==> src/rtl/ccff_pkg.sv <==
// rtl/ccff_pkg.sv - shared FSM state type and counter sizing helper for the ccff loader
package ccff_pkg;

    typedef enum logic [1:0] {
        ST_IDLE  = 2'd0,
        ST_LOAD  = 2'd1,
        ST_CHECK = 2'd2,
        ST_DONE  = 2'd3
    } ccff_state_t;

    // Width of a counter that must represent every value 0..max_val inclusive
    function automatic int cnt_w(input int max_val);
        return (max_val < 1) ? 1 : $clog2(max_val + 1);
    endfunction

endpackage

==> src/rtl/ccff_word_serializer.sv <==
// rtl/ccff_word_serializer.sv - two-entry word buffer that hands out bits MSB-first
module ccff_word_serializer #(
    parameter int WORD_W = 32
) (
    input  logic              clk,
    input  logic              rst,
    input  logic              flush,
    input  logic [WORD_W-1:0] in_data,
    input  logic              in_valid,
    output logic              in_ready,
    output logic              bit_valid,
    output logic              bit_data,
    input  logic              pop
);
    import ccff_pkg::*;

    localparam int CW = cnt_w(WORD_W);

    logic [WORD_W-1:0] shift_reg;
    logic [CW-1:0]     shift_cnt;
    logic [WORD_W-1:0] hold_reg;
    logic              hold_full;
    logic              accept;
    logic              shift_drain;

    // A flush also closes the input so nothing is accepted into a buffer being emptied
    assign in_ready    = !flush && !hold_full;
    assign accept      = in_valid && in_ready;
    assign bit_valid   = (shift_cnt != '0);
    assign bit_data    = shift_reg[WORD_W-1];
    // Shift register is empty now, or becomes empty on this edge's pop
    assign shift_drain = (shift_cnt == '0) || (pop && (shift_cnt == CW'(1)));

    // Buffer update: refill the shift register on the draining edge so bits flow without a bubble
    always_ff @(posedge clk or posedge rst) begin
        if (rst) begin
            shift_reg <= '0;
            shift_cnt <= '0;
            hold_reg  <= '0;
            hold_full <= 1'b0;
        end else if (flush) begin
            shift_cnt <= '0;
            hold_full <= 1'b0;
        end else if (shift_drain) begin
            if (hold_full) begin
                shift_reg <= hold_reg;
                shift_cnt <= CW'(WORD_W);
                hold_full <= 1'b0;
            end else if (accept) begin
                shift_reg <= in_data;
                shift_cnt <= CW'(WORD_W);
            end else if (pop) begin
                shift_cnt <= shift_cnt - CW'(1);
            end
        end else begin
            if (pop) begin
                shift_reg <= shift_reg << 1;
                shift_cnt <= shift_cnt - CW'(1);
            end
            if (accept) begin
                hold_reg  <= in_data;
                hold_full <= 1'b1;
            end
        end
    end

endmodule

==> src/rtl/ccff_bitstream_loader.sv <==
// rtl/ccff_bitstream_loader.sv - streams bitstream words onto the ccff chain and verifies it by loopback
module ccff_bitstream_loader #(
    parameter int CHAIN_LEN = 1024,
    parameter int WORD_W    = 32
) (
    input  logic              prog_clk,
    input  logic              prog_reset,
    input  logic              start,
    input  logic [WORD_W-1:0] bs_data,
    input  logic              bs_valid,
    output logic              bs_ready,
    output logic              ccff_head,
    output logic              ccff_shift_en,
    input  logic              ccff_tail,
    output logic              busy,
    output logic              cfg_done,
    output logic              cfg_error
);
    import ccff_pkg::*;

    localparam int CNT_W        = cnt_w(CHAIN_LEN);
    // Words beyond this count could never reach the chain, so they are not accepted
    localparam int WORDS_NEEDED = (CHAIN_LEN + WORD_W - 1) / WORD_W;
    localparam int WCNT_W       = cnt_w(WORDS_NEEDED);

    ccff_state_t       state;
    ccff_state_t       state_nx;
    logic [CNT_W-1:0]  bit_cnt;
    logic [WCNT_W-1:0] word_cnt;
    logic              count_full;
    logic              load_active;
    logic              words_left;
    logic              restart;
    logic              ser_in_ready;
    logic              ser_bit_valid;
    logic              ser_bit;
    logic              pop;
    logic              ref_bit;

    assign count_full  = (bit_cnt == CNT_W'(CHAIN_LEN));
    assign load_active = (state == ST_LOAD) && !count_full;
    assign words_left  = (word_cnt != WCNT_W'(WORDS_NEEDED));
    assign restart     = start && ((state == ST_IDLE) || (state == ST_DONE));
    assign bs_ready    = ser_in_ready && words_left;
    assign pop         = load_active && ser_bit_valid;
    assign busy        = (state == ST_LOAD) || (state == ST_CHECK);

    ccff_word_serializer #(
        .WORD_W (WORD_W)
    ) u_serializer (
        .clk       (prog_clk),
        .rst       (prog_reset),
        .flush     (!load_active),
        .in_data   (bs_data),
        .in_valid  (bs_valid && words_left),
        .in_ready  (ser_in_ready),
        .bit_valid (ser_bit_valid),
        .bit_data  (ser_bit),
        .pop       (pop)
    );

    // FSM state register
    always_ff @(posedge prog_clk or posedge prog_reset) begin
        if (prog_reset) begin
            state <= ST_IDLE;
        end else begin
            state <= state_nx;
        end
    end

    // FSM next state: start is only honoured while idle or done
    always_comb begin
        state_nx = state;
        case (state)
            ST_IDLE:  if (start)      state_nx = ST_LOAD;
            ST_LOAD:  if (count_full) state_nx = ST_CHECK;
            ST_CHECK: state_nx = ST_DONE;
            ST_DONE:  if (start)      state_nx = ST_LOAD;
            default:  state_nx = ST_IDLE;
        endcase
    end

    // Bit and word counters, cleared whenever a new load begins
    always_ff @(posedge prog_clk or posedge prog_reset) begin
        if (prog_reset) begin
            bit_cnt  <= '0;
            word_cnt <= '0;
        end else if (restart) begin
            bit_cnt  <= '0;
            word_cnt <= '0;
        end else begin
            if (pop) begin
                bit_cnt <= bit_cnt + CNT_W'(1);
            end
            if (bs_valid && bs_ready) begin
                word_cnt <= word_cnt + WCNT_W'(1);
            end
        end
    end

    // Serial output: head holds its value and the chain freezes whenever no bit is available
    always_ff @(posedge prog_clk or posedge prog_reset) begin
        if (prog_reset) begin
            ccff_head     <= 1'b0;
            ccff_shift_en <= 1'b0;
            ref_bit       <= 1'b0;
        end else begin
            ccff_shift_en <= pop;
            if (pop) begin
                ccff_head <= ser_bit;
                if (bit_cnt == '0) begin
                    ref_bit <= ser_bit;
                end
            end
        end
    end

    // Completion status: the first shifted bit is at the tail during CHECK
    always_ff @(posedge prog_clk or posedge prog_reset) begin
        if (prog_reset) begin
            cfg_done  <= 1'b0;
            cfg_error <= 1'b0;
        end else if (state == ST_CHECK) begin
            cfg_done  <= 1'b1;
            cfg_error <= (ccff_tail != ref_bit);
        end else if (restart) begin
            cfg_done  <= 1'b0;
            cfg_error <= 1'b0;
        end
    end

endmodule

==> config.mk <==
export PLATFORM = sky130hd
export DESIGN_NAME = ccff_bitstream_loader
export DESIGN_NICKNAME = d
export VERILOG_FILES = /design/src/rtl/ccff_pkg.sv /design/src/rtl/ccff_word_serializer.sv /design/src/rtl/ccff_bitstream_loader.sv
export SDC_FILE = /design/constraint.sdc
export NUM_CORES = 1
export LEC_CHECK = 0
export ABC_AREA = 1
export ABC_CLOCK_PERIOD_IN_PS = 5390
export BUFFER_PORTS_ARGS = -buffer_cell sky130_fd_sc_hd__buf_2
export CAP_MARGIN = 20
export CORE_UTILIZATION = 58
export DETAILED_ROUTE_END_ITERATION = 8
export PLACE_DENSITY = 0.78
export SYNTH_ARGS = -nofsm -noshare
export SYNTH_HDL_FRONTEND = slang
export SYNTH_SLANG_ARGS = --single-unit
export TNS_END_PERCENT = 20
==> constraint.sdc <==
create_clock -name prog_clk -period 5.39 [get_ports prog_clk]
set_clock_uncertainty 0.1 [all_clocks]
set_input_delay 0.539 -clock prog_clk [delete_from_list [all_inputs] [get_ports prog_clk]]
set_output_delay 0.539 -clock prog_clk [all_outputs]
set_load 0.01 [all_outputs]
* Yosys cells after proc, flatten, opt, wreduce, memory -nomap -nowiden
Index checks and enable logic that the tools add are counted.
** Storage, ports and cells
- Bits in registers :: 95
- Input port bits :: 37
- Word-level logic and storage cells :: 76
** Operators by class
- Add/sub/neg operators :: 3
- Eq/ne operators :: 11
- Muxes and demuxes :: 22
- Bitwise operators :: 1
- Reduce and logical (&&, ||, !) cells :: 27
** Operators with widths (number)
- 32-bit 2-to-1 mux :: 4
- 6-bit 2-to-1 mux :: 7
- 11-bit 2-to-1 mux :: 2
- 11-bit by 1-bit adder with 11-bit output (second input constant) :: 1
- 11-bit == test (second input constant) :: 1
- 11-bit logical NOT :: 1
- 1-bit logical AND :: 9
- 2-bit nonzero test :: 4
- 6-bit by 1-bit adder with 6-bit output (second input constant) :: 1
- 6-bit by 1-bit == test with 1-bit output (second input constant) :: 1
- 6-bit logical NOT :: 1
- 1-bit 2-to-1 mux :: 6
- 3-bit by 1-bit inequality test with 1-bit output (second input constant) :: 2
- 6-bit inequality test (second input constant) :: 1
- 2-bit one-hot mux with 3 select lines :: 1
- 3-bit AND reduction :: 2
- 6-bit nonzero test :: 1
- 6-bit by 1-bit subtractor with 6-bit output (second input constant) :: 1
- 2-bit == test (second input constant) :: 2
- 2-bit 2-to-1 mux :: 2
- 2-bit AND reduction :: 2
- 1-bit logical OR :: 3
- 2-bit by 1-bit == test with 1-bit output (second input constant) :: 1
- 1-bit logical NOT :: 2
- 6 further kinds :: 6

* Depth between registers and ports, before layout
Gate-level depths: netlist of the first run.
- Depth after elaboration :: 9
- Mapped depth :: 12
- Mapped depth without buffers :: 11

* Hierarchy
Synthesis of the first run repeated with hierarchy kept, for this count alone.
** Second synthesis, totals
- Cells, all modules :: 667
- Area, all modules :: 5159.9 µm²
** By module, submodules not included
- ccff_word_serializer :: times used 1, cells each 473, area an instance 3712.3 µm²
- ccff_bitstream_loader :: times used 1, cells each 194, area an instance 1447.6 µm²

* Least setup slack after synthesis of the first run
No wires, ideal clock.
- Kind :: reg-to-output
- Start :: register bit_cnt[0]
- End :: output port bs_ready
- Arrival time :: 1.168 ns
- Setup slack :: 3.583 ns
- Cell stages (with the launch flop) :: 8
- Path buffers :: 0
- Cells stage by stage :: dfrtp_1 inv_1 ha_1 nand2_1 nor2_2 nand2_4 nand2_4 nor3_1
** On the way
- Longest elaborated chain between the ends :: 5
** Ends and longest elaborated chain
- start: declaration :: RTL line ccff_bitstream_loader.sv:28 : logic [CNT_W-1:0] bit_cnt;
- start signal: assignment :: RTL line ccff_bitstream_loader.sv:93 : bit_cnt <= bit_cnt + CNT_W'(1);
- 11-bit == test :: RTL line ccff_bitstream_loader.sv:40 : assign count_full = (bit_cnt == CNT_W'(CHAIN_LEN));
- 1-bit logical NOT :: RTL line ccff_bitstream_loader.sv:41 : assign load_active = (state == ST_LOAD) && !count_full;
- 1-bit logical AND :: RTL line ccff_bitstream_loader.sv:41
- 1-bit logical AND :: RTL line ccff_word_serializer.sv:27 : assign in_ready = !flush && !hold_full;
- 1-bit logical AND :: RTL line ccff_bitstream_loader.sv:44 : assign bs_ready = ser_in_ready && words_left;
- end: declaration :: RTL line ccff_bitstream_loader.sv:11 : output logic bs_ready,
No other way between the ends.

* Final worst setup path of the first run
- Start :: register bit_cnt[0]
- End :: register u_serializer.hold_reg[26]
** On the way
- Longest elaborated chain between the ends :: 8
- Elaborated cells on any way between the ends :: 10
** Ends and longest elaborated chain
- 11-bit == test (*) :: RTL line ccff_bitstream_loader.sv:40
- 1-bit logical NOT (*) :: RTL line ccff_bitstream_loader.sv:41
- 1-bit logical AND (*) :: RTL line ccff_bitstream_loader.sv:41
- 1-bit logical AND :: RTL line ccff_bitstream_loader.sv:45 : assign pop = load_active && ser_bit_valid;
- 1-bit logical AND :: RTL line ccff_word_serializer.sv:32 : assign shift_drain = (shift_cnt == '0) || (pop && (shift_cnt == CW'(1)));
- 1-bit logical OR :: RTL line ccff_word_serializer.sv:32
- 1-bit inverter (no source line)
- 3-bit AND reduction (no source line) (*)
- end signal: assignment :: RTL line ccff_word_serializer.sv:61 : hold_reg <= in_data;
- end: declaration :: RTL line ccff_word_serializer.sv:21 : logic [WORD_W-1:0] hold_reg;
Mark *: on every way between the ends. The rest lies on a longest branch, timed or not.
A chain may end at the register's enable or synchronous reset.

==> results of run 1 <==
[synth_stat cells]
cell type	n	area share, %
a21oi_1	1	0.096
and3_1	1	0.12
buf_2	26	2.5
buf_4	3	0.43
clkbuf_1	11	0.79
dfrtp_1	95	46
ha_1	10	2.4
inv_1	29	2.1
inv_2	4	0.29
mux2i_1	2	0.38
nand2_1	326	24
nand2_2	3	0.36
nand2_4	3	0.65
nand3_1	123	12
nand3_2	1	0.19
nand3_4	1	0.34
nand3b_1	3	0.43
nand4_1	9	1.1
nor2_1	24	1.7
nor2_2	1	0.12
nor3_1	8	0.77
nor3_4	1	0.31
o21ai_0	17	1.6
o21ai_2	1	0.17
o21bai_1	1	0.14
or2_2	1	0.12
xnor2_1	5	0.84
xor2_1	6	1.0
[power by group]
part | switching, µW | internal, µW | leakage, µW | total, µW
Clock | 256 | 260 | 0.0000986 | 516
Sequential | 157 | 981 | 0.00123 | 1140
Combinational | 978 | 428 | 0.00178 | 1410
Total | 1390 | 1670 | 0.00310 | 3060
[how the worst max path moves through the flow]
stage / endpoint
floorplan: bit_cnt[0]
global placement: u_serializer.hold_reg[23]
detailed placement: u_serializer.hold_reg[26]
CTS: u_serializer.hold_reg[26]
global route: u_serializer.hold_reg[26]
finish: u_serializer.hold_reg[26]
[layout make-up]
| type | count | area [µm²] | area share [%] |
|---|---|---|---|
| clock inverters | 5 | 83.83 | 1.493 |
| flip-flops and latches | 95 | 2377 | 42.34 |
| well taps | 108 | 135.1 | 2.406 |
| multi-input cells | 548 | 2511 | 44.72 |
| inverters | 33 | 125.1 | 2.228 |
| clock buffers | 10 | 127.6 | 2.273 |
| repair buffers | 48 | 255.2 | 4.545 |
[cell families after synthesis]
| logic type | Yosys count | share of synthesized area [%] |
|---|---|---|
| compound gates | 20 | 2.043 |
| xor+xnor | 11 | 1.850 |
| fa+ha+maj | 10 | 2.403 |
| buf+inv | 73 | 6.104 |
| flops | 95 | 45.66 |
| mux | 2 | 0.3845 |
| simple gates | 505 | 41.55 |
[worst register-to-register path, stage by stage, from the launching register on]
cell and delay [ns]:
dfrtp_1 0.43, inv_1 0.11, ha_1 0.14, nand2_1 0.06, nor2_2 0.17, nand2_4 0.10
nand3_4 0.32, nand2_4 0.33, inv_2 0.61, nand2_2 0.55, nand2_1 0.21, nand2_1 0.07
[routing by layer]
metal	track usage (%)	wire, µm	part of all wire [%]	vias up
met5	0	0	0	-
met3	3.613	595	5.1	18
met4	8.266	176	1.5	0
met1	34.84	5490	47	2174
met2	41.82	5423	46	143
li1	-	-	-	2306
[through the flow]
| stage | hold WS [ns] | std cells |
|---|---|---|
| 6_report | 0.1338 | 847 |
| 3_5_place_dp | 0.3582 | 832 |
| 3_3_place_gp | 0.3500 | 832 |
| 5_1_grt | 0.2064 | 847 |
| 2_1_floorplan | 0.3416 | 716 |
| 4_1_cts | 0.1770 | 847 |
==> metrics.csv, run 1 <==
stage,metric,value,unit
synthesis,"Seq/Total Area, Yosys",45.66,%
synthesis,number of synthesis warnings,0,
timing,# setup viols final,0,
setup_path,Worst Reg-to-Reg Cells,11,
placed_design,hpwl dp,7208,µm
power,P per Cell Area,545.1,mW/mm²
timing,unrepaired setup endpoints after global routing,false,
setup_path,CP startpoint,bit_cnt[0],
setup_path,CP Capture Type,register,
setup_path,max incr delay on CP,0.59,ns
placed_design,IO buf count,42,
synthesis,cell count after synthesis,716,
power,peak supply drop,0.4020,mV
finish,Layout Cell Area excl Fill,0.005615,mm²
setup_path,CP Cell Sequence,inv_1 -> ha_1 -> nand2_1 -> nor2_2 -> nand2_4 -> nand3_4 -> nand2_4 -> inv_2 -> nand2_2 -> nand2_1 -> nand2_1,
clocking,maximum root-to-sink buffer count,2,
finish,share of layout cells above drive strength 1,10.69,%
finish,fin nets,782,
power,Design Power,3061,µW
timing,fmax,0.3037,GHz
setup_path,crit-path max FO,34,
clocking,Skew-Pair Late Insertion Delay,0.37,ns
floorplanning,I/O pins,43,
synthesis,synthesized area per cell,7.271,µm²
grt,total grt overflow,0,
clocking,post-CTS setup buffers,0,
floorplanning,Die X,96.75,µm
floorplanning,num rows,34,
grt,first-pass GRT wire length,19590,µm
timing,setup TNS,0,ns
clocking,Num CTS Buffers,9,
setup_path,CP dominant cell by count,nand2_1,
timing,Worst-Margin Slew,0.8861,ns
timing,Final Hold Fails,0,
placed_design,gpl congestion,0.8524,
grt,vias in the first global route,4266,
timing,final worst path period share,61.09,%
setup_path,reg-to-reg setup timing slack,2.10,ns
grt,total track usage,25.41,%
grt,initial antenna violation count,0,
setup_path,Crit Reg-Reg Endpoint,u_serializer.hold_reg[26],
setup_path,Setup CP Type,register to register,
finish,"Area growth, synth to finish",7.859,%
floorplanning,core area,0.008721,mm²
clocking,Clock transition at path regs,0.10,ns
finish,# fillers,756,
setup_path,CP bufs+invs,2,
route,DRC marker count from the first detailed-route iteration,366,
clocking,TritonCTS clock tree,done,
clocking,cts hold-fix bufs,0,
route,DRC violations left,0,
hold_path,min-delay worst type,primary input to asynchronous set/reset pin,
floorplanning,full die area,0.009360,mm²
finish,most frequent cells in the layout,"nand2_1 (326), nand3_1 (123), dfrtp_1 (95)",
setup_path,CP Launch Type,register,
route,Via density,5.479,
finish,"most common cell after layout, fill and taps aside",nand2_1,
finish,final design utilization,64.39,%
placed_design,area post-placement,0.005404,mm²
synthesis,synthesized flop and latch total,95,
setup_path,WP data required,5.55,ns
setup_path,Top delay family on crit path,simple AND/OR/NAND/NOR gates,
synthesis,Synthesized Nets,763,
timing,crit path time final,3.293,ns
setup_path,WP data arrival,3.45,ns
clocking,H-tree levels,3,
placed_design,"worst slack, placed",2.120,ns
finish,diode count,0,
timing,slew margin rel.,40.78,%
job,# Max-Cap Violations,0,
clocking,clock root buffer,clkbuf_8,
power,Pleak,0.003102,µW
timing,final worst setup slack,2.097,ns
route,vias post-DR,4641,
setup_path,Worst path depth,11,
route,remaining antenna violation count after routing,0,
floorplanning,Die Ht,96.75,µm
floorplanning,initial core utilization,59.70,%
setup_path,r2r startpoint,bit_cnt[0],
route,Wirelength per Cell,13.80,µm
setup_path,slowest cell on the critical path,inv_2,
timing,Max Slew Vio Count,0,
clocking,Post-CTS Resized,0,
route,drt pass-1 iters,6,
synthesis,Unique masters post-synth,28,
synthesis,"Cell Area, Synth",0.005206,mm²
outcome,outcome,finished clean,
route,drt total wl,11690,µm
grt,largest net degree at the start of global routing,55,
clocking,clock sink count,95,
(Power assumes the default switching activity.)
==> run 2, diff against run 1 <==
--- a/config.mk
+++ b/config.mk
@@ -5,13 +5,13 @@
 export SDC_FILE = /design/constraint.sdc
 export NUM_CORES = 1
 export LEC_CHECK = 0
-export ABC_AREA = 1
-export ABC_CLOCK_PERIOD_IN_PS = 5390
+export ABC_AREA = 0
+export ABC_CLOCK_PERIOD_IN_PS = 2800
 export BUFFER_PORTS_ARGS = -buffer_cell sky130_fd_sc_hd__buf_2
 export CAP_MARGIN = 20
-export CORE_UTILIZATION = 58
+export CORE_UTILIZATION = 54
 export DETAILED_ROUTE_END_ITERATION = 8
-export PLACE_DENSITY = 0.78
+export PLACE_DENSITY = 0.76
 export SYNTH_ARGS = -nofsm -noshare
 export SYNTH_HDL_FRONTEND = slang
 export SYNTH_SLANG_ARGS = --single-unit
==> constraint.sdc (replaced) <==
create_clock -name prog_clk -period 2.8 [get_ports prog_clk]
set_clock_uncertainty 0.1 [all_clocks]
set_input_delay 0.28 -clock prog_clk [delete_from_list [all_inputs] [get_ports prog_clk]]
set_output_delay 0.28 -clock prog_clk [all_outputs]
set_load 0.01 [all_outputs]
==> run 2 against run 1 <==
Compared with the run above: first-iteration DRC count down 67%; critical path depth decreased by 3; sequential cell count unchanged; combinational power is 21% higher; cell area shrank 3.4%; via count fell by 29%; final cell count decreased by 29%.
==> metrics.csv, run 2 <==
stage,metric,value,unit,change
grt,total track usage,20.54,%,-4.9 points
synthesis,top cell type's share of synthesized area,48.73,%,+3.1 points
grt,total grt overflow,0,,unchanged
setup_path,reg-to-reg setup timing slack,0.27,ns,-1.83 ns
power,peak supply drop,0.4564,mV,+14%
setup_path,CP Capture Type,register,,
grt,vias in the first global route,3403,,-20%
setup_path,Worst Reg-to-Reg Cells,8,,-3
clocking,H-tree levels,3,,unchanged
setup_path,r2r startpoint,bit_cnt[0],,
setup_path,CP startpoint,bit_cnt[0],,
clocking,post-CTS setup buffers,0,,unchanged
power,Design Power,5114,µW,+67%
setup_path,Top delay family on crit path,simple AND/OR/NAND/NOR gates,,
setup_path,Worst path depth,8,,-3
grt,initial antenna violation count,0,,unchanged
floorplanning,I/O pins,43,,unchanged
clocking,clock root buffer,clkbuf_8,,
setup_path,Critical Path Sink,u_serializer.hold_reg[11],,
hold_path,hold path cells,2,,
clocking,Clock transition at path regs,0.10,ns,about the same
clocking,maximum root-to-sink buffer count,2,,unchanged
synthesis,synthesized flop and latch total,95,,unchanged
route,DRC marker count from the first detailed-route iteration,121,,-67%
timing,slew margin rel.,55.81,%,+15 points
route,drt total wl,8812,µm,-25%
finish,"most common cell after layout, fill and taps aside",dfrtp_1,,
floorplanning,full die area,0.009419,mm²,+0.63%
power,P per Cell Area,942.8,mW/mm²,+73%
timing,final worst path period share,90.53,%,+29 points
job,# Max-Cap Violations,0,,unchanged
timing,# setup viols final,0,,unchanged
route,drt pass-1 iters,4,,-2
setup_path,CP Cell Sequence,inv_1 -> ha_1 -> nor4b_4 -> a41oi_4 -> and2_4 -> and3_2 -> buf_12 -> mux2_2,,
grt,largest net degree at the start of global routing,96,,+75%
synthesis,"Cell Area, Synth",0.004878,mm²,-6.3%
clocking,Post-CTS Resized,0,,unchanged
synthesis,number of synthesis warnings,0,,unchanged
setup_path,slowest cell on the critical path,a41oi_4,,
setup_path,Setup CP Type,register to register,,
floorplanning,core area,0.008721,mm²,unchanged
synthesis,biggest area consumer among synthesized cells,dfrtp_1,,
timing,Final Hold Fails,0,,unchanged
synthesis,cell count after synthesis,458,,-36%
synthesis,ys flop type,dfrtp_1,,
floorplanning,Die Ht,97.05,µm,+0.32%
route,remaining antenna violation count after routing,0,,unchanged
finish,diode count,0,,unchanged
synthesis,Area contributors post-synth,"dfrtp_1 (49%), mux2_4 (9.2%), a211oi_1 (4.9%)",,
timing,setup TNS,0,ns,unchanged
finish,most frequent cells in the layout,"dfrtp_1 (94), nor2_1 (56), nand2_1 (46)",,
setup_path,max incr delay on CP,0.44,ns,-0.15 ns
route,Via density,5.498,,+0.33%
finish,fin nets,537,,-31%
floorplanning,num rows,34,,unchanged
outcome,outcome,finished clean,,
setup_path,WP data required,2.94,ns,-2.61 ns
timing,Max Slew Vio Count,0,,unchanged
route,DRC violations left,0,,unchanged
timing,crit path time final,2.535,ns,-0.7577 ns
timing,fmax,0.3945,GHz,+30%
setup_path,WP data arrival,2.68,ns,-0.77 ns
synthesis,most frequent cell after synthesis,dfrtp_1,,
clocking,Skew-Pair Late Insertion Delay,0.36,ns,about the same
placed_design,IO buf count,42,,unchanged
finish,final design utilization,62.20,%,-2.2 points
setup_path,Crit Reg-Reg Endpoint,u_serializer.hold_reg[11],,
synthesis,"Seq/Total Area, Yosys",48.73,%,+3.1 points
clocking,TritonCTS clock tree,done,,
clocking,cts hold-fix bufs,1,,+1
setup_path,crit-path max FO,32,,-5.9%
hold_path,min-delay worst type,primary input to register,,
floorplanning,Die X,97.05,µm,+0.32%
route,vias post-DR,3315,,-29%
power,Pleak,0.002348,µW,-24%
route,Wirelength per Cell,14.61,µm,+5.9%
grt,first-pass GRT wire length,15720,µm,-20%
setup_path,CP bufs+invs,2,,unchanged
setup_path,CP Launch Type,register,,
synthesis,top post-synthesis cells by count,"dfrtp_1 (95), nor2_1 (56), nand2_1 (46)",,
synthesis,Unique masters post-synth,45,,+61%
synthesis,Synth async-reset ratio,100.0,%,unchanged
floorplanning,initial core utilization,55.94,%,-3.8 points
synthesis,Post-synth EDFFs,0,,unchanged
timing,unrepaired setup endpoints after global routing,false,,
finish,"Area growth, synth to finish",11.18,%,
placed_design,hpwl dp,5629,µm,-22%
clocking,clock sink count,95,,unchanged
synthesis,synthesized area per cell,10.65,µm²,+46%
placed_design,gpl congestion,0.8519,,about the same
finish,share of layout cells above drive strength 1,22.02,%,+11 points
synthesis,Synthesized Nets,505,,-34%
timing,Worst-Margin Slew,0.6629,ns,-0.2232 ns
clocking,Num CTS Buffers,9,,unchanged
==> run 2: changes by cell type in the layout (fill, tap and decap cells not counted), moves of 7 or more <==
| cell | previous run | this run |
|---|---|---|
| nor2_1 | 24 | 56 |
| nand2_1 | 326 | 46 |
| a211oi_1 | 0 | 32 |
| mux2_4 | 0 | 30 |
| nand3_1 | 123 | 9 |
| inv_1 | 28 | 12 |
| nor3_1 | 8 | 1 |
| o31ai_1 | 0 | 31 |
| o21ai_0 | 17 | 3 |
| nor2b_1 | 0 | 32 |
==> run 2: kinds of logic (layout without fill, tap and decap cells) <==
logic type | count (synthesis) | count (layout) | share of synthesized area (%)
AO/OA/AOI/OAI | 84 | 84 | 13.16
XOR/XNOR | 18 | 18 | 3.232
adder cells (fa/ha/maj) | 10 | 10 | 2.565
buffers and inverters | 42 | 79 | 3.975
flip-flops | 95 | 95 | 48.73
multiplexers | 38 | 38 | 10.98
AND/OR/NAND/NOR | 171 | 171 | 17.36
==> run 2: area by class of cell <==
cell class | count | area, µm²
fillers | 696 | 3297
flip-flops and latches | 95 | 2379
multi-input cells | 321 | 2315
repair buffers | 50 | 322.8
well taps | 108 | 135.1
clock buffers | 10 | 127.6
clock inverters | 6 | 92.59
inverters | 13 | 52.55
==> run 2: how the worst min path moves through the flow <==
stage,start,endpoint,slack (ns)
final,bs_data[24],u_serializer.hold_reg[24],0.05
after global routing,bs_data[21],u_serializer.hold_reg[21],0.04
after CTS,bs_data[13],u_serializer.hold_reg[13],0.04
after global placement,cfg_done,cfg_done,0.35
after detailed placement,cfg_done,cfg_done,0.36
after floorplan,bs_data[0],u_serializer.hold_reg[0],0.33
==> run 2: per-layer routing <==
metal,vias up,track usage [%],part of all wire (%)
met4,0,8.037,1.2
met3,7,3.525,2.8
met1,1602,28.16,50
met2,54,32.72,46
li1,1652,-,-
met5,-,0,0
==> run 2: power by group <==
part	switching, µW	internal (µW)	total [µW]
registers	432	1970	2410
clock network	486	512	998
logic	807	903	1710
total	1720	3390	5110
==> run 2: through the flow <==
stage               hold WS, ns  cell area, µm²  setup slack, ns  std cells
floorplan                0.3280            4882           0.6123        458
global placement         0.3527            5194           0.3881        586
detailed placement       0.3615            5194           0.2923        586
CTS                     0.03760            5424           0.2766        603
global route            0.03544            5424           0.1037        603
finish                  0.05365            5424           0.2650        603
==> run 3, diff against run 2 <==
--- a/config.mk
+++ b/config.mk
@@ -9,9 +9,10 @@
 export ABC_CLOCK_PERIOD_IN_PS = 2800
 export BUFFER_PORTS_ARGS = -buffer_cell sky130_fd_sc_hd__buf_2
 export CAP_MARGIN = 20
-export CORE_UTILIZATION = 54
+export CORE_UTILIZATION = 49
+export CTS_CLUSTER_DIAMETER = 30
 export DETAILED_ROUTE_END_ITERATION = 8
-export PLACE_DENSITY = 0.76
+export PLACE_DENSITY = 0.7
 export SYNTH_ARGS = -nofsm -noshare
 export SYNTH_HDL_FRONTEND = slang
 export SYNTH_SLANG_ARGS = --single-unit
==> constraint.sdc (replaced) <==
create_clock -name prog_clk -period 2.8 [get_ports prog_clk]
set_clock_uncertainty 0.1 [all_clocks]
set_input_delay 0.42 -clock prog_clk [delete_from_list [all_inputs] [get_ports prog_clk]]
set_output_delay 0.42 -clock prog_clk [all_outputs]
set_load 0.01 [all_outputs]
==> run 3 against run 2 <==
Compared with the run above: combinational power hardly changed; sequential power hardly changed; routed wire length is 1.2% higher; critical path depth is 2 lower; core utilization is 6.1 points lower; largest power group unchanged; sequential share of layout area is 0.28 points lower; setup slack better by 0.12 ns; final cell count is 4.3% higher; cell area is 0.65% higher.
==> metrics.csv, run 3 (synthesis results as in run 2) <==
stage,metric,value,unit,change
setup_path,slowest cell on the critical path,dfrtp_1,,
finish,final cell count without fillers,629,,+4.3%
timing,Final Hold Fails,0,,unchanged
placed_design,Inst Count DP,613,,+4.6%
finish,most frequent cells in the layout,"dfrtp_1 (94), nor2_1 (56), nand2_1 (46)",,
finish,fin nets,538,,+0.19%
timing,final worst path period share,86.33,%,-4.2 points
timing,setup TNS,0,ns,unchanged
grt,largest net degree at the start of global routing,96,,unchanged
grt,total track usage,19.41,%,-1.1 points
finish,# fillers,848,,+22%
timing,fmax,0.4137,GHz,+4.9%
clocking,maximum root-to-sink buffer count,2,,unchanged
power,Clock Power Share,18.2,%,-1.3 points
clocking,cts hold-fix bufs,0,,-1
route,vias post-DR,3302,,-0.39%
placed_design,gpl congestion,0.7834,,-8.0%
finish,FF+latch area,0.002379,mm²,unchanged
finish,area of the multi-input gates,0.002315,mm²,unchanged
power,sw power,1733,µW,+0.50%
setup_path,CP Launch Type,register,,
finish,share of layout cells above drive strength 1,22.38,%,+0.36 points
floorplanning,core area,0.009729,mm²,+12%
clocking,Clock transition at path regs,0.10,ns,about the same
route,Wirelength per Cell,14.18,µm,-3.0%
setup_path,CP Capture Type,primary output,,
hold_path,min-delay worst type,primary input to asynchronous set/reset pin,,
route,DRC violations left,0,,unchanged
outcome,outcome,finished clean,,
finish,"most common cell after layout, fill and taps aside",dfrtp_1,,
power,sequential share of power,47.7,%,+0.7 points
finish,"Area growth, synth to finish",11.90,%,
setup_path,reg-to-reg setup timing slack,0.46,ns,+0.19 ns
floorplanning,I/O pins,43,,unchanged
clocking,Skew-Pair Late Insertion Delay,0.38,ns,+0.02 ns
floorplanning,full die area,0.01036,mm²,+10%
power,Pleak,0.002357,µW,+0.37%
route,Via density,5.250,,-4.5%
grt,initial antenna violation count,0,,unchanged
setup_path,CP Cell Sequence,inv_1 -> ha_1 -> nor4b_4 -> a41oi_4 -> and2_4 -> buf_2,,
setup_path,WP data required,2.28,ns,-0.66 ns
timing,unrepaired setup endpoints after global routing,false,,
clocking,Post-CTS Resized,0,,unchanged
grt,total grt overflow,0,,unchanged
timing,Max Slew Vio Count,0,,unchanged
grt,first-pass GRT wire length,15530,µm,-1.2%
power,peak supply drop,0.3897,mV,-15%
timing,final worst setup slack,0.3827,ns,+0.1177 ns
setup_path,Crit Reg-Reg Endpoint,u_serializer.hold_reg[7],,
grt,vias in the first global route,3237,,-4.9%
clocking,Num CTS Buffers,9,,unchanged
placed_design,"worst slack, placed",0.4694,ns,+0.1772 ns
setup_path,Worst Reg-to-Reg Cells,8,,unchanged
placed_design,IO buf count,42,,unchanged
clocking,H-tree levels,3,,unchanged
route,drt total wl,8918,µm,+1.2%
timing,crit path time final,2.417,ns,-0.1177 ns
job,# Max-Cap Violations,0,,unchanged
clocking,clock sink count,95,,unchanged
setup_path,r2r startpoint,bit_cnt[0],,
clocking,clock root buffer,clkbuf_8,,
floorplanning,Die Ht,101.8,µm,+4.9%
power,P_int,3319,µW,-2.1%
power,P per Cell Area,925.4,mW/mm²,-1.8%
setup_path,Setup CP Type,register to primary output,,
finish,diode count,0,,unchanged
placed_design,hpwl dp,5827,µm,+3.5%
setup_path,max incr delay on CP,0.41,ns,-0.03 ns
timing,slew margin rel.,56.25,%,+0.44 points
grt,GR Layer Usage met1,27.59,%,-0.57 points
floorplanning,Die X,101.8,µm,+4.9%
finish,final design utilization,56.11,%,-6.1 points
timing,# setup viols final,0,,unchanged
grt,grt peak-use layer,met2,,
route,drt pass-1 iters,4,,unchanged
power,logic gate share of total power,34.0,%,+0.6 points
clocking,post-CTS setup buffers,0,,unchanged
route,remaining antenna violation count after routing,0,,unchanged
setup_path,crit-path max FO,11,,-66%
grt,met3 global-route usage,2.968,%,-0.56 points
floorplanning,num rows,36,,+5.9%
timing,Worst-Margin Slew,0.6562,ns,-0.006636 ns
power,switch share,34.31,%,+0.59 points
grt,global-route met2 utilization,29.37,%,-3.4 points
floorplanning,initial core utilization,50.14,%,-5.8 points
clocking,TritonCTS clock tree,done,,
setup_path,WP data arrival,1.90,ns,-0.78 ns
route,DRC marker count from the first detailed-route iteration,134,,+11%
## run 3: cell types whose count changed in the layout (fill, tap and decap cells not counted), sizes merged
cell / delta
buf: +2
dlygate4sd3: -1
inv: +1
bufinv: -1
clkinv: +1
clkinvlp: -1
## run 3: layer usage
metal | share of wire (%) | wire length, µm
met1 | 51 | 4539
met2 | 45 | 4040
met3 | 2.0 | 180
met4 | 1.8 | 158
met5 | 0 | 0
## run 3: how the worst max path moves through the flow
stage | startpoint | to | slack, ns | cells after the start
2_1_floorplan | bit_cnt[0] | u_serializer.hold_reg[0] | 0.61 | 9
3_3_place_gp | bit_cnt[0] | u_serializer.hold_reg[14] | 0.53 | 8
3_5_place_dp | bit_cnt[0] | u_serializer.hold_reg[7] | 0.47 | 8
4_1_cts | bit_cnt[0] | bs_ready | 0.34 | 6
5_1_grt | bit_cnt[0] | bs_ready | 0.26 | 6
6_report | bit_cnt[0] | bs_ready | 0.38 | 6
## run 3: critical path, delay by kind of cell (launching register included)
| family | cells | cell delay [ns] |
|---|---|---|
| buffers and inverters | 2 | 0.24 |
| adders and majority gates | 1 | 0.15 |
| DFF | 1 | 0.41 |
| and+or+nand+nor | 2 | 0.47 |
| AOI/OAI and AO/OA | 1 | 0.26 |
## run 3: stage by stage
step / instance area [µm²] / hold slack, ns / total power [µW]
after floorplan: 4882 / 0.3492 / 3746
after global placement: 5265 / 0.3575 / 4082
after detailed placement: 5265 / 0.3664 / 4166
final: 5459 / 0.06424 / 5052
after CTS: 5459 / 0.09336 / 5108
after global routing: 5459 / 0.1111 / 5427
## run 3: power by group through the flow
stage                     sequential [µW]  clock (µW)  combinational, µW
after global routing                 2490         998               1930
after detailed placement             2420           0               1740
final                                2410         921               1720
after floorplan                      2320           0               1430
after global placement               2400           0               1680
after CTS                            2410         958               1740
## run 3: layout make-up
type / instances / share of cell area [%]
sequential: 95 / 43.57
clock buffer: 10 / 2.338
timing repair buffer: 51 / 6.463
multi-input combinational: 321 / 42.40
tap: 133 / 3.048
clock inverter: 6 / 1.215
inverter: 13 / 0.9626
